`src/rtl/dmem_responder.sv`:
```
// Data-memory responder: one outstanding load/store over valid/ready, a
// configurable wait before the RAM access, and a registered response.
// Optional feature macro: DMEM_MISALIGN_CHECK_EN flags accesses with
// req_addr[1:0] != 0 as errors (no write, zero read data).
module dmem_responder #(
  parameter int unsigned DEPTH   = 64,
  parameter int unsigned LATENCY = 2
) (
  input  logic        clk,
  input  logic        rst_n,
  input  logic        req_valid,
  output logic        req_ready,
  input  logic [31:0] req_addr,
  input  logic [31:0] req_wdata,
  input  logic        req_we,
  output logic        rsp_valid,
  input  logic        rsp_ready,
  output logic [31:0] rsp_rdata,
  output logic        rsp_err
);

  localparam int unsigned IdxW = $clog2(DEPTH);
  // Wait counter start value; unused when there is no wait phase.
  localparam logic [3:0] LatCnt = (LATENCY == 0) ? 4'd0 : 4'(LATENCY - 1);

  typedef enum logic [1:0] {StIdle, StWait, StAccess, StResp} stateT;

  stateT           stateQ, stateD;
  logic [3:0]      cntQ, cntD;
  logic [IdxW-1:0] idxQ;
  logic [31:0]     wdataQ;
  logic            weQ;
  logic            misQ;
  logic            misReq;
  logic [31:0]     rdataQ;
  logic            errQ;
  logic            accept;
  logic            unusedAddr;

  logic [31:0]     mem [DEPTH];

  assign accept = req_valid && (stateQ == StIdle);

`ifdef DMEM_MISALIGN_CHECK_EN
  assign misReq     = |req_addr[1:0];
  assign unusedAddr = ^req_addr[31:IdxW+2];
`else
  assign misReq     = 1'b0;
  assign unusedAddr = ^{req_addr[31:IdxW+2], req_addr[1:0]};
`endif

  // State and wait-counter register
  always_ff @(posedge clk or negedge rst_n) begin
    if (!rst_n) begin
      stateQ <= StIdle;
      cntQ   <= 4'd0;
    end else begin
      stateQ <= stateD;
      cntQ   <= cntD;
    end
  end

  // Next-state logic
  always_comb begin
    stateD = stateQ;
    cntD   = cntQ;
    unique case (stateQ)
      StIdle: begin
        if (accept) begin
          if (LATENCY > 0) begin
            stateD = StWait;
            cntD   = LatCnt;
          end else begin
            stateD = StAccess;
          end
        end
      end
      StWait: begin
        if (cntQ == 4'd0) stateD = StAccess;
        else              cntD   = cntQ - 4'd1;
      end
      StAccess: stateD = StResp;
      StResp:   if (rsp_ready) stateD = StIdle;
      default:  stateD = StIdle;
    endcase
  end

  // Capture the request on accept
  always_ff @(posedge clk or negedge rst_n) begin
    if (!rst_n) begin
      idxQ   <= '0;
      wdataQ <= 32'd0;
      weQ    <= 1'b0;
      misQ   <= 1'b0;
    end else if (accept) begin
      idxQ   <= req_addr[IdxW+1:2];
      wdataQ <= req_wdata;
      weQ    <= req_we;
      misQ   <= misReq;
    end
  end

  // RAM write port; contents are deliberately not reset
  always_ff @(posedge clk) begin
    if (stateQ == StAccess && weQ && !misQ) mem[idxQ] <= wdataQ;
  end

  // Response registers, loaded in ACCESS and held through RESP
  always_ff @(posedge clk or negedge rst_n) begin
    if (!rst_n) begin
      rdataQ <= 32'd0;
      errQ   <= 1'b0;
    end else if (stateQ == StAccess) begin
      rdataQ <= (weQ || misQ) ? 32'd0 : mem[idxQ];
      errQ   <= misQ;
    end
  end

  // Outputs decoded from state or taken straight from registers
  always_comb begin
    req_ready = (stateQ == StIdle);
    rsp_valid = (stateQ == StResp);
    rsp_rdata = rdataQ;
    rsp_err   = errQ;
  end

endmodule
```
`config.mk`:
```
export PLATFORM = sky130hd
export DESIGN_NAME = dmem_responder
export DESIGN_NICKNAME = d
export VERILOG_FILES = /design/src/rtl/dmem_responder.sv
export SDC_FILE = /design/constraint.sdc
export NUM_CORES = 2
export LEC_CHECK = 0
export CORE_AREA = 2 2 302 603
export DETAILED_ROUTE_END_ITERATION = 8
export DIE_AREA = 0 0 304 605
export PLACE_DENSITY = 0.57
export SYNTH_ARGS = -nofsm -noshare
export SYNTH_HDL_FRONTEND = slang
export SYNTH_SLANG_ARGS = --single-unit
```
`constraint.sdc`:
```
create_clock -name clk -period 4.35 [get_ports clk]
set_input_delay 0.6525 -clock clk [delete_from_list [all_inputs] [get_ports clk]]
set_output_delay 0.6525 -clock clk [all_outputs]
set_load 0.05 [all_outputs]
```
==> flow_summary.json <==
{
  "outcome": "completed",
  "drt_iter0_drc": 4570,
  "clock_latency_ns": 0.83,
  "ys_seq_area_share_pct": 78.9,
  "gr-usage-met1_pct": 29.4,
  "wl_per_cell_um": 32.9,
  "fp-row-count": 220,
  "io_pins": 104,
  "endpoint_kind": "flop",
  "grt_pass1_wl_um": 339000,
  "postSynth.asyncResetShare_pct": 3.62,
  "area_growth_pct": 13.8,
  "synth_ff_type": "edfxtp_1",
  "vias": 46302,
  "skew_ns": 0.0369,
  "drtPass1Iterations": 5,
  "cts.repair.resized": 0,
  "drt-total-wl_um": 240000,
  "syn_inst": 4624,
  "p_leak_nw": 28.4,
  "finalSetupTns_ns": 0,
  "synth.cell_area_mm2": 0.0803,
  "p_per_area_mw_per_mm2": 691,
  "finalCritPeriodShare_pct": 90.8,
  "routed_via_density": 6.36,
  "fin_nets": 4892,
  "worstPathArrival_ns": 4.64,
  "ir_worst_vdd_uv": 493,
  "portBuffers": 76,
  "crit_chain": "and3b_1 -> nand2_1 -> buf_4 -> o22ai_1 -> nor4_1 -> buf_4 -> nand4_1 -> o32a_1",
  "grt_use_total_pct": 25.6,
  "cp.required_ns": 5.04,
  "layout_common_cells": "2,048 x edfxtp_1, 507 x a22oi_1, 239 x o22ai_1",
  "hold_path.class": "primary input to asynchronous set/reset pin",
  "relSlewSlack_pct": 12.7,
  "grt-busiest-layer": "met2",
  "critical-path-slowest-cell": "nor4_1",
  "die_w_um": 304,
  "cts_made_buffers": 179,
  "drive_gt1_share_pct": 15.5,
  "overflow": 0,
  "crit_fanout": 14,
  "drv_cap": 0,
  "syn-num-nets": 4699,
  "dieArea_mm2": 0.184,
  "fillCellCount": 14424,
  "rrSetupSlack_ns": 0.40,
  "place_congestion": 0.841,
  "htree_levels": 4,
  "dp_hpwl_um": 145000,
  "drv_slew": 0,
  "clkTransAtPathRegs_ns": 0.07,
  "rsz0062_at_grt": "no",
  "hold_viol": 0,
  "ys_seq_elements": 2125,
  "cts-root-buf": "clkbuf_16",
  "fmax_mhz": 253,
  "grt_pass1_vias": 46296,
  "globalRouteMet2Util_pct": 47.4,
  "synth-edff-count": 2048,
  "grt_max_degree": 83,
  "ant_nets": 0,
  "worst_setup_path_start_kind": "flop",
  "setup_viol": 0,
  "min_period_ns": 3.95,
  "crit_top_cell": "buf_4",
  "start_util_pct": 44.8,
  "drc": 0,
  "mostFrequentLayoutCell": "edfxtp_1",
  "cts_tree": "yes",
  "synthDistinctLibCells": 65,
  "worstMarginPinSlew_ns": 1.31,
  "path_class": "flop to flop",
  "finish.utilization_pct": 51.0,
  "die_h_um": 605,
  "use_met3_pct": 3.35,
  "clkSinkCount": 2125,
  "clk_path_buf_depth": 4,
  "coreArea_mm2": 0.179,
  "synth.avg_cell_area_um2": 17.4,
  "antenna_found_initial": 1,
  "yosysWarnings": 0,
  "max_stage_delay_ns": 0.70
}
## power breakdown
part	leakage (nW)	switching, mW	internal [mW]
clock network	2.65	7.15	8.37
registers	19.3	2.18	26.1
logic	6.41	13.4	6.04
total	28.4	22.7	40.5
## worst max-delay path: cells and delay by family (launching register included)
family                 cells  cell delay [ns]
AND/OR/NAND/NOR            4             2.06
buffers and inverters      2             0.67
AO/OA/AOI/OAI              2             0.57
flip-flops                 1             0.52
## metal layers
layer	vias up	share of wire (%)	routed length, µm
li1	19587	-	-
met1	24065	35	84500
met2	2110	54	129000
met3	540	6.2	14800
met4	0	4.8	11600
met5	-	0	0
## logic make-up after synthesis
logic type | share of synthesized area [%]
compound gates | 12.8
fa+ha+maj | 0.0934
buf+inv | 1.98
flops | 78.9
mux | 3.73
other cells | 0.00467
simple gates | 2.45
## cell usage after synthesis (65+ instances only)
cell / n / area share (%)
a21oi_1: 146 / 0.91
a221oi_1: 228 / 2.5
a22oi_1: 507 / 4.7
buf_2: 120 / 0.75
clkbuf_1: 170 / 0.79
dfrtp_1: 77 / 2.4
edfxtp_1: 2048 / 77
mux2_2: 94 / 1.3
mux2i_1: 167 / 2.1
nor2_1: 197 / 0.92
nor3_1: 65 / 0.40
o21ai_0: 170 / 1.1
o22ai_1: 239 / 1.9
## through the flow
step	cell area [µm²]	worst slack (ns)	power, mW	instances	hold WS, ns
2_1_floorplan	80300	0.867	38.8	4624	0.357
3_3_place_gp	86000	0.534	47.7	6966	0.516
3_5_place_dp	86000	0.531	48.0	6966	0.518
4_1_cts	91500	0.528	63.3	7279	0.381
5_1_grt	91500	0.457	65.2	7280	0.411
6_report	91500	0.399	63.2	7280	0.385
## final cells by class
class,instances,area (µm²),area share [%]
flip-flops and latches,2125,63500,69.4
diodes,1,2.50,0.00274
clock buffers,229,4790,5.24
repair buffers,365,3670,4.01
inverters,10,41.3,0.0451
clock inverters,83,653,0.714
well taps,2331,2920,3.19
multi-input cells,2136,15900,17.4
## state kept, by name, indices dropped and copies added, names as in the netlist
register / flops
mem: 2048
rsp_rdata: 32
wdataQ: 32
idxQ: 6
cntQ: 4
stateQ: 2
weQ: 1
## path summary, 6_finish.rpt
kind	startpoint	to	cells past startpoint
max	idxQ[3]	rsp_rdata[3]	8
max in group asynchronous	rst_n	wdataQ[7]	3
min	rst_n	wdataQ[12]	2
min in group clk	req_wdata[4]	wdataQ[4]	2
max reg2reg	idxQ[3]	rsp_rdata[3]	8
min reg2reg	cntQ[0]	cntQ[0]	1
## repair_timing
action                    in CTS  in global routing
hold buffers                   1                  0
setup buffers                  0                  0
hold endpoints to repair      32                  0
(Power assumes the default switching activity.)
